--- config.mk ---
export PLATFORM = sky130hd
export DESIGN_NAME = cp0_ctrl_flat
export DESIGN_NICKNAME = d
export VERILOG_FILES = /design/src/rtl/cp0_ctrl_if.sv /design/src/rtl/cp0_ctrl.sv /design/src/flat_wrapper.sv
export SDC_FILE = /design/constraint.sdc
export NUM_CORES = 1
export LEC_CHECK = 0
export CORE_ASPECT_RATIO = 1.25
export CORE_MARGIN = 2
export CORE_UTILIZATION = 48
export CTS_CLUSTER_SIZE = 20
export DETAILED_ROUTE_END_ITERATION = 10
export PLACE_DENSITY = 0.81
export SYNTH_ARGS = -nofsm -noshare
export SYNTH_HDL_FRONTEND = slang
export SYNTH_SLANG_ARGS = --single-unit
--- constraint.sdc ---
create_clock -name clk -period 2.7 [get_ports clk]
set_input_delay 0.405 -clock clk [delete_from_list [all_inputs] [get_ports clk]]
set_output_delay 0.405 -clock clk [all_outputs]
set_load 0.1 [all_outputs]
--- src/rtl/cp0_ctrl_if.sv ---
// CP0 pipeline-side bus: mtc0/mfc0 ports, exception/eret commit and the status outputs.
// The pipeline drives through the master modport; cp0_ctrl sits on the slave modport.
interface cp0_ctrl_if #(
    parameter int HW_INT_NUM = 6
);
    logic [4:0]            raddr_i;
    logic                  we_i;
    logic [4:0]            waddr_i;
    logic [31:0]           wdata_i;
    logic [HW_INT_NUM-1:0] int_i;
    logic                  exc_valid_i;
    logic [4:0]            exc_code_i;
    logic [31:0]           exc_pc_i;
    logic                  exc_bd_i;
    logic [31:0]           exc_badvaddr_i;
    logic                  eret_i;
    logic [31:0]           data_o;
    logic [31:0]           status_o;
    logic [31:0]           cause_o;
    logic [31:0]           epc_o;
    logic                  int_pending_o;
    logic                  timer_int_o;

    modport master (
        output raddr_i, we_i, waddr_i, wdata_i, int_i,
               exc_valid_i, exc_code_i, exc_pc_i, exc_bd_i, exc_badvaddr_i, eret_i,
        input  data_o, status_o, cause_o, epc_o, int_pending_o, timer_int_o
    );

    modport slave (
        input  raddr_i, we_i, waddr_i, wdata_i, int_i,
               exc_valid_i, exc_code_i, exc_pc_i, exc_bd_i, exc_badvaddr_i, eret_i,
        output data_o, status_o, cause_o, epc_o, int_pending_o, timer_int_o
    );
endinterface

--- src/rtl/cp0_ctrl.sv ---
// CP0 register block: Count/Compare timer, Status, Cause, EPC, BadVAddr, PRId, Config,
// exception commit, ERET and interrupt-pending. Define CP0_TIMER_EN to build Compare and the timer.
module cp0_ctrl #(
    parameter int          HW_INT_NUM   = 6,
    parameter int          COUNT_DIV    = 1,
    parameter logic [31:0] PRID_VALUE   = 32'h0048_0102,
    parameter logic [31:0] STATUS_RST   = 32'h1000_0000,
    parameter logic [31:0] CONFIG_VALUE = 32'h0000_8000
) (
    input  logic       clk,
    input  logic       rst,
    cp0_ctrl_if.slave  bus
);
    localparam logic [4:0] REG_BADVADDR = 5'd8;
    localparam logic [4:0] REG_COUNT    = 5'd9;
    localparam logic [4:0] REG_COMPARE  = 5'd11;
    localparam logic [4:0] REG_STATUS   = 5'd12;
    localparam logic [4:0] REG_CAUSE    = 5'd13;
    localparam logic [4:0] REG_EPC      = 5'd14;
    localparam logic [4:0] REG_PRID     = 5'd15;
    localparam logic [4:0] REG_CONFIG   = 5'd16;

    localparam logic [31:0] CAUSE_WMASK = 32'h00C0_0300;
    localparam int          DIV_W       = (COUNT_DIV > 1) ? $clog2(COUNT_DIV) : 1;

    logic [31:0]           status_q, epc_q, badvaddr_q, count_q;
    logic [DIV_W-1:0]      div_q;
    logic                  bd_q, pend_q;
    logic [4:0]            exccode_q;
    logic [1:0]            ivwp_q, ipsw_q;
    logic [HW_INT_NUM-1:0] iphw_q;
    logic [7:0]            ip;
    logic [31:0]           cause_val, compare_val, rdata;
    logic                  timer_val;
    logic                  wr_count, wr_compare, wr_status, wr_cause, wr_epc;
    logic                  div_wrap;
    logic [31:0]           count_inc;

    assign wr_count   = bus.we_i && (bus.waddr_i == REG_COUNT);
    assign wr_compare = bus.we_i && (bus.waddr_i == REG_COMPARE);
    assign wr_status  = bus.we_i && (bus.waddr_i == REG_STATUS);
    assign wr_cause   = bus.we_i && (bus.waddr_i == REG_CAUSE);
    assign wr_epc     = bus.we_i && (bus.waddr_i == REG_EPC);
    assign div_wrap   = (div_q == DIV_W'(COUNT_DIV - 1));
    assign count_inc  = count_q + 32'd1;

`ifdef CP0_TIMER_EN
    logic [31:0] compare_q;
    logic        timer_q;

    always_ff @(posedge clk) begin
        if (rst) begin
            compare_q <= '0;
            timer_q   <= 1'b0;
        end else if (wr_compare) begin
            // Writing Compare acknowledges the timer, even against a same-cycle match
            compare_q <= bus.wdata_i;
            timer_q   <= 1'b0;
        end else if (!wr_count && div_wrap && (compare_q != 32'd0) && (count_inc == compare_q)) begin
            timer_q <= 1'b1;
        end
    end

    assign compare_val = compare_q;
    assign timer_val   = timer_q;
`else
    assign compare_val = 32'd0;
    assign timer_val   = 1'b0;
`endif

    always_comb begin
        ip             = '0;
        ip[1:0]        = ipsw_q;
        ip[2+:HW_INT_NUM] = iphw_q;
        ip[7]          = ip[7] | timer_val;
        cause_val      = {bd_q, 7'b0, ivwp_q, 6'b0, ip, 1'b0, exccode_q, 2'b0};
    end

    always_comb begin
        rdata = 32'd0;
        case (bus.raddr_i)
            REG_BADVADDR: rdata = badvaddr_q;
            REG_COUNT:    rdata = count_q;
            REG_COMPARE:  rdata = compare_val;
            REG_STATUS:   rdata = status_q;
            REG_CAUSE:    rdata = cause_val;
            REG_EPC:      rdata = epc_q;
            REG_PRID:     rdata = PRID_VALUE;
            REG_CONFIG:   rdata = CONFIG_VALUE;
            default:      rdata = 32'd0;
        endcase
        // Same-cycle mtc0 forwarding; read-only and unmapped indices are not forwarded
        if (bus.we_i && (bus.waddr_i == bus.raddr_i)) begin
            case (bus.raddr_i)
                REG_COUNT, REG_STATUS, REG_EPC: rdata = bus.wdata_i;
`ifdef CP0_TIMER_EN
                REG_COMPARE: rdata = bus.wdata_i;
`endif
                REG_CAUSE: rdata = (cause_val & ~CAUSE_WMASK) | (bus.wdata_i & CAUSE_WMASK);
                default:   rdata = rdata;
            endcase
        end
        if (rst) rdata = 32'd0;
    end

    always_ff @(posedge clk) begin
        if (rst) begin
            status_q   <= STATUS_RST;
            epc_q      <= '0;
            badvaddr_q <= '0;
            count_q    <= '0;
            div_q      <= '0;
            bd_q       <= 1'b0;
            exccode_q  <= '0;
            ivwp_q     <= '0;
            ipsw_q     <= '0;
            iphw_q     <= '0;
            pend_q     <= 1'b0;
        end else begin
            iphw_q <= bus.int_i;
            pend_q <= status_q[0] & ~status_q[1] & (|(ip & status_q[15:8]));

            if (wr_count) begin
                count_q <= bus.wdata_i;
                div_q   <= '0;
            end else if (div_wrap) begin
                count_q <= count_inc;
                div_q   <= '0;
            end else begin
                div_q <= div_q + DIV_W'(1);
            end

            if (wr_status) status_q <= bus.wdata_i;
            if (wr_cause) begin
                ivwp_q <= bus.wdata_i[23:22];
                ipsw_q <= bus.wdata_i[9:8];
            end

            // Exception owns EXL and EPC this cycle; later assignments override the mtc0 EXL bit
            if (bus.exc_valid_i) begin
                status_q[1] <= 1'b1;
                exccode_q   <= bus.exc_code_i;
                if (!status_q[1]) begin
                    epc_q <= bus.exc_bd_i ? (bus.exc_pc_i - 32'd4) : bus.exc_pc_i;
                    bd_q  <= bus.exc_bd_i;
                end
                if ((bus.exc_code_i == 5'd4) || (bus.exc_code_i == 5'd5))
                    badvaddr_q <= bus.exc_badvaddr_i;
            end else begin
                if (bus.eret_i) status_q[1] <= 1'b0;
                if (wr_epc) epc_q <= bus.wdata_i;
            end
        end
    end

    assign bus.data_o        = rdata;
    assign bus.status_o      = status_q;
    assign bus.cause_o       = cause_val;
    assign bus.epc_o         = epc_q;
    assign bus.int_pending_o = pend_q;
    assign bus.timer_int_o   = timer_val;
endmodule

--- src/flat_wrapper.sv ---
// flat-port wrapper written by rule: the top's interface ports become plain ports
module cp0_ctrl_flat 
#(
    parameter int          HW_INT_NUM   = 6,
    parameter int          COUNT_DIV    = 1,
    parameter logic [31:0] PRID_VALUE   = 32'h0048_0102,
    parameter logic [31:0] STATUS_RST   = 32'h1000_0000,
    parameter logic [31:0] CONFIG_VALUE = 32'h0000_8000
)
  (clk, rst, bus_raddr_i, bus_we_i, bus_waddr_i, bus_wdata_i, bus_int_i, bus_exc_valid_i, bus_exc_code_i, bus_exc_pc_i, bus_exc_bd_i, bus_exc_badvaddr_i, bus_eret_i, bus_data_o, bus_status_o, bus_cause_o, bus_epc_o, bus_int_pending_o, bus_timer_int_o);
  cp0_ctrl_if #(.HW_INT_NUM(HW_INT_NUM)) bus_i ();
  input  logic clk;
  input  logic rst;
  input wire logic [$bits(bus_i.raddr_i)-1:0] bus_raddr_i;
  input wire logic [$bits(bus_i.we_i)-1:0] bus_we_i;
  input wire logic [$bits(bus_i.waddr_i)-1:0] bus_waddr_i;
  input wire logic [$bits(bus_i.wdata_i)-1:0] bus_wdata_i;
  input wire logic [$bits(bus_i.int_i)-1:0] bus_int_i;
  input wire logic [$bits(bus_i.exc_valid_i)-1:0] bus_exc_valid_i;
  input wire logic [$bits(bus_i.exc_code_i)-1:0] bus_exc_code_i;
  input wire logic [$bits(bus_i.exc_pc_i)-1:0] bus_exc_pc_i;
  input wire logic [$bits(bus_i.exc_bd_i)-1:0] bus_exc_bd_i;
  input wire logic [$bits(bus_i.exc_badvaddr_i)-1:0] bus_exc_badvaddr_i;
  input wire logic [$bits(bus_i.eret_i)-1:0] bus_eret_i;
  output wire logic [$bits(bus_i.data_o)-1:0] bus_data_o;
  output wire logic [$bits(bus_i.status_o)-1:0] bus_status_o;
  output wire logic [$bits(bus_i.cause_o)-1:0] bus_cause_o;
  output wire logic [$bits(bus_i.epc_o)-1:0] bus_epc_o;
  output wire logic [$bits(bus_i.int_pending_o)-1:0] bus_int_pending_o;
  output wire logic [$bits(bus_i.timer_int_o)-1:0] bus_timer_int_o;
  assign bus_i.raddr_i = bus_raddr_i;
  assign bus_i.we_i = bus_we_i;
  assign bus_i.waddr_i = bus_waddr_i;
  assign bus_i.wdata_i = bus_wdata_i;
  assign bus_i.int_i = bus_int_i;
  assign bus_i.exc_valid_i = bus_exc_valid_i;
  assign bus_i.exc_code_i = bus_exc_code_i;
  assign bus_i.exc_pc_i = bus_exc_pc_i;
  assign bus_i.exc_bd_i = bus_exc_bd_i;
  assign bus_i.exc_badvaddr_i = bus_exc_badvaddr_i;
  assign bus_i.eret_i = bus_eret_i;
  assign bus_data_o = bus_i.data_o;
  assign bus_status_o = bus_i.status_o;
  assign bus_cause_o = bus_i.cause_o;
  assign bus_epc_o = bus_i.epc_o;
  assign bus_int_pending_o = bus_i.int_pending_o;
  assign bus_timer_int_o = bus_i.timer_int_o;
  cp0_ctrl #(.HW_INT_NUM(HW_INT_NUM), .COUNT_DIV(COUNT_DIV), .PRID_VALUE(PRID_VALUE), .STATUS_RST(STATUS_RST), .CONFIG_VALUE(CONFIG_VALUE)) u_core (.clk(clk), .rst(rst), .bus(bus_i));
endmodule
## Word level (Yosys, flattened, before mapping)

Cells that the tools add are included.

- Word-level logic and storage cells: 64
- Flip-flop bits (word level): 146

- Reductions and logical operators: 14
- Bitwise gates (word level): 6
- Add/subtract/negate cells: 3
- Mux-type cells: 13
- Equal/unequal tests: 16

Operator list:

| operator | count |
|---|---|
| 32-bit two-way mux | 8 |
| 32-bit one-hot mux with 7 select lines | 1 |
| 32-bit one-hot mux with 2 select lines | 1 |
| 5-bit by 4-bit equality test with 1-bit output (second input constant) | 10 |
| 32-bit by 1-bit adder with 32-bit output (second input constant) | 1 |
| 32-bit by 24-bit bitwise OR with 32-bit output | 1 |
| 32-bit by 3-bit subtractor with 32-bit output (second input constant) | 1 |
| 5-bit by 3-bit equality test with 1-bit output (second input constant) | 2 |
| 8-bit AND | 1 |
| 8-bit OR reduction | 1 |
| 2-bit AND reduction | 3 |
| 3-bit OR reduction | 2 |
| 5-bit equality test | 1 |
| 5-bit equality test (second input constant) | 1 |
| 1-bit logical AND | 5 |
| 2-bit != test (second input constant) | 2 |
| 3-bit nonzero test | 1 |
| 1-bit AND | 2 |
| 1-bit two-way mux | 2 |
| 2-bit two-way mux | 1 |
| 1-bit NOT | 2 |
| 2-bit nonzero test | 1 |
| 1-bit adder (second input constant) | 1 |
| 1-bit logical OR | 1 |

## Logic depth before layout (Yosys ltp)

- Depth in word-level cells: 5
- Depth in mapped cells: 8

## Worst setup path before layout

Ideal clock, no wire load.

- Path type: input to output
- From: in bus_raddr_i[1]
- To: out bus_data_o[12]
- Required time: 2295 ps
- Setup slack: -873 ps
- Arrival: 3168 ps
- Stages: 7
- Path buffers: 2
- Path through: buf_2 -> xor2_1 -> nor4b_1 -> and3_1 -> buf_2 -> a22oi_1 -> o22ai_1

- Cells in the longest elaborated chain, start to end: 5
- Elaborated cells on any way between the ends: 14

RTL lines:

| what | RTL line | text |
|---|---|---|
| start, declared | flat_wrapper.sv:14 | `input wire logic [$bits(bus_i.raddr_i)-1:0] bus_raddr_i;` |
| 5-bit equality test, or another cell as far along | cp0_ctrl.sv:81 | `case (bus.raddr_i)` |
| 32-bit one-hot mux with 7 select lines or 3-bit OR reduction (tied branches) | cp0_ctrl.sv:81, cp0_ctrl.sv:94 |  |
| 32-bit one-hot mux with 2 select lines | cp0_ctrl.sv:94 | `case (bus.raddr_i)` |
| 32-bit two-way mux * | cp0_ctrl.sv:93 | `if (bus.we_i && (bus.waddr_i == bus.raddr_i)) begin` |
| 32-bit two-way mux * | cp0_ctrl.sv:103 | `if (rst) rdata = 32'd0;` |
| end, declared | flat_wrapper.sv:25 | `output wire logic [$bits(bus_i.data_o)-1:0] bus_data_o;` |

Every way passes the cells marked *; elsewhere a longest branch is shown, timed or not.

## Worst setup path in the final report

- From: in bus_raddr_i[2]
- To: out bus_data_o[9]

The elaborated chain is that of the path after synthesis.

==> summary.md <==
The flow ran to the end, and the final reports show no timing, DRC or antenna violations. The synthesis-to-layout area growth is 49.42%. The critical path capture point type is an output pin. For this run, global-route usage on met1 was measured as 40.51%. The routability congestion estimate from global placement came out at 0.9973. The worst path meets setup with 34.63 ps of slack. Setup violations remaining at the end of the flow were counted as 0. For the full die area, the log shows 0.01875 mm2. The tools report the setup TNS after final layout as 0 ps.

The startpoint identified for the worst hold timing path is rst. Horizontal die dimension: 122.9 um. TritonCTS built the clock tree.

In this run the biggest area consumer among cell types represents 34.48% of the synthesized area. The tightest min-delay check is of the primary input to flop type. The wire-length estimate of the detail-placed layout is 25300 um. Critical-path cell with the highest stage delay: or3_4. The logs give 253 for the boundary pin count and 0.01172 mm2 for the area after detailed placement. The logs give 36.10% for the global-route usage over all layers and 0.01736 mm2 for the core footprint.

The startpoint of the most critical setup path is bus_raddr_i[2]. On the critical path the largest part of the delay comes from buffers and inverters. The worst setup path is launched from a primary input. The clock passes through at most 2 buffers.

STA puts the critical path data arrival time at 2260 ps. Hold repair after CTS inserted 0 buffers. Number of antenna violations at the first check in global routing: 2. Clock sink count: 146.

Data on the critical path is required at its endpoint by 2300 ps. In the final layout, the share of cells above drive strength 1 is 24.58%. Global routing used 58.64% of the available met2 tracks. The detail-routed via count per cell came out at 6.170. The remaining max-slew budget at the tightest pin came out at 60.88%.

The total power density per cell area works out to 471.0 mW/mm2. The die span in y came out at 152.6 um. nand2_1 is the most common cell in the netlist. The later pin in the worst-skew pair is clocked with a latency of 430 ps. Number of global-route vias before repair: 9354. The most frequent cell on the critical path is buf_12. TritonCTS created 17 clock buffers. Setup repair after global routing could not meet its margin everywhere. The first-pass GRT wire length is 51590 um.

Startpoint of the worst register-to-register path: u_core.count_q[2]$_SDFFE_PP0P_. Summed over all layers, the global routing overflow is 0. The power after layout was 5.966 mW. The most used flip-flop cell after synthesis is dfxtp_1. The cell area that synthesis handed to floorplanning was 0.008477 mm2. The end of the worst register-to-register path is u_core.count_q[28]$_SDFFE_PP0P_. dfxtp_1 takes more of the synthesized area than any other cell. After routing the design area is 0.01267 mm2. The average cell area after synthesis is 8.066 um2, and the site row count is 54.

Summed over all cells, the static leakage comes to 4.699 nW. The routed design has 34180 um of wire. Counting buffers and inverters, the worst setup path is 9 cells deep.

Before CTS, the worst setup slack after placement is -332.2 ps. Derived from the worst setup path, the maximum achievable clock frequency is 0.3752 GHz. For the pin with the worst max-slew slack, the measured transition is 585.6 ps. The count of buffers added on input and output ports is 235.

After global routing, the most crowded layer is met2. The shortest period the worst path allows is 2665 ps, and the number of distinct standard cells referenced by the synthesized netlist is 71. Before antenna repair, the detailed router went through 6 iterations.

The number of synthesized flops with an enable pin came out at 0. The count of nets left with antenna violations once routing finished came out at 0. For the worst flop-to-flop path, the logic depth is 6. After clock tree synthesis, the clock-pin slew on the worst setup and hold paths is 60 ps.

The worst hold slack came out at 280.3 ps. In the routed design, unresolved DRC markers number 0. For the initial standard-cell utilization of the core, the log shows 48.82%. Largest stage delay on the critical path: 390 ps.

The portion of the clock cycle consumed by the worst path in the final layout works out to 98.72%. The max-capacitance violation count was 0; the buffer and inverter count on the worst path was 4. The critical path ends at bus_data_o[9]. Final routed wire length divided by cell count: 22.15 um. The yosys synthesis warning count is 0, and the slack of the worst reg-to-reg path is 570 ps. Maximum level of the CTS H-tree: 4. The first routing iteration left 881 violations.

The proportion of register bits with asynchronous set or reset after synthesis was 0%. Total via count after detailed routing: 9521. Count of endpoints failing hold in the final timing report: 0. By area the synthesized netlist is led by dfxtp_1 (34%), nand2_1 (7.2%), a21oi_1 (4.9%), nor2_1 (4.3%), mux2i_1 (4.3%).

Counting flops and latches in the post-synthesis netlist gives 146. Synthesis produced 1051 cells. Across the VDD grid, the largest voltage drop is 0.4439 mV.

By count the netlist is led by nand2_1 (163), dfxtp_1 (146), nor2_1 (97), a21oi_1 (83), clkbuf_1 (51). The net count of the finished layout is 1432. The root buffer cell chosen for the clock tree is clkbuf_16.

The largest fanout on the critical path came out at 8. The critical path goes through dlygate4sd2_1, buf_6, or3_4, o22ai_2, and2b_1, nand2_4, buf_12, o2bb2ai_4, buf_12. Of the synthesized area, sequential elements account for 34.48%. Global routing consumed, on the met3 layer, 7.223% of the routing resources.

By startpoint and endpoint, the worst setup path is classified as primary input to output pin. The logs give 8.415 ps for the worst clock skew and 0 for the final-report max-slew violation count. Entering global routing, the biggest net connects 108 pins.
area by class of cell:
cell class	count	area, um2
antenna	1	2.502
sequential	146	2923
inverter	5	18.77
multi-input combinational	817	5639
timing repair buffer	320	3228
clock inverter	12	135.1
clock buffer	18	439.2
fill	1339	4698
tap	224	280.3
metal layers:
metal  up-vias  share of wire, %
met4         2               8.3
met3       146               8.3
li1       4319                 -
met5         -             0.035
met1      4490                35
met2       564                48
how the worst min path moves through the flow:
| stage | cells after the start | to |
|---|---|---|
| 2_1_floorplan | 2 | u_core.badvaddr_q[15]$_SDFFE_PP0P_ |
| 5_1_grt | 2 | u_core.count_q[8]$_SDFFE_PP0P_ |
| 6_report | 2 | u_core.count_q[7]$_SDFFE_PP0P_ |
| 3_3_place_gp | 2 | u_core.badvaddr_q[16]$_SDFFE_PP0P_ |
| 4_1_cts | 2 | u_core.count_q[8]$_SDFFE_PP0P_ |
| 3_5_place_dp | 2 | u_core.badvaddr_q[16]$_SDFFE_PP0P_ |
where the power goes:
part	internal, mW	switching, mW
Sequential	2.22	0.0927
Clock	1.38	0.946
Combinational	0.431	0.898
per-stage QoR:
stage          instances  utilization [%]
6_report            1543            72.94
5_1_grt             1542            72.93
4_1_cts             1542            72.81
3_5_place_dp        1509            67.48
3_3_place_gp        1509            67.48
2_1_floorplan       1068                -
what timing repair did:
item                                    in CTS  in global routing
cloned                                       2                  0
pin swaps                                    7                 13
resized for setup                           51                 12
endpoints found under the setup margin      32                 31
buffers inserted                             1                  0
state kept, by name (all words and copies together) (netlist names):
register and flops:
u_core.bd_q 1, u_core.iphw_q 6, u_core.badvaddr_q 32, u_core.bus.epc_o 32, u_core.ipsw_q 2, u_core.bus.status_o 32
u_core.div_q 1, u_core.count_q 32, u_core.exccode_q 5, u_core.bus.int_pending_o 1, u_core.ivwp_q 2
cells in the final DEF, fill, tap and decap left out, types with 9 or more instances in the layout:
master / n
o2bb2ai_4: 9
nand2b_1: 10
nor2b_1: 12
dfxtp_1: 146
xnor2_1: 26
nor3_1: 30
a21oi_1: 82
o2bb2ai_1: 16
mux2_2: 20
a31oi_1: 10
buf_4: 154
nand3_1: 15
a211oi_1: 35
conb_1: 18
buf_12: 42
xor2_1: 29
mux2i_1: 36
a221oi_1: 9
nor2_1: 96
clkbuf_16: 17
a222oi_1: 10
nand2_1: 163
nand4_1: 13
a22oi_1: 21
clkdlybuf4s50_1: 110
o22ai_4: 11
cell families (layout without fill, tap and decap cells):
group                      Yosys count  in the layout  synth area share [%]
xor gates and xnor gates            58             58                 5.993
muxes                               56             56                 6.908
DFF                                146            146                 34.48
AOI/OAI and AO/OA                  263            263                 21.64
adders and majority gates            2              2                0.2952
and+or+nand+nor                    420            420                 24.78
other                                1             19               0.04424
buffers and inverters              105            355                 5.860
worst reg2reg max path: cells and delay by family (launching register included):
kind | cells | cell delay (ps)
flip-flops | 1 | 460
AND/OR/NAND/NOR | 3 | 840
buffers and inverters | 1 | 300
XOR/XNOR | 1 | 180
AO/OA/AOI/OAI | 1 | 270
(Power assumes the default switching activity.)
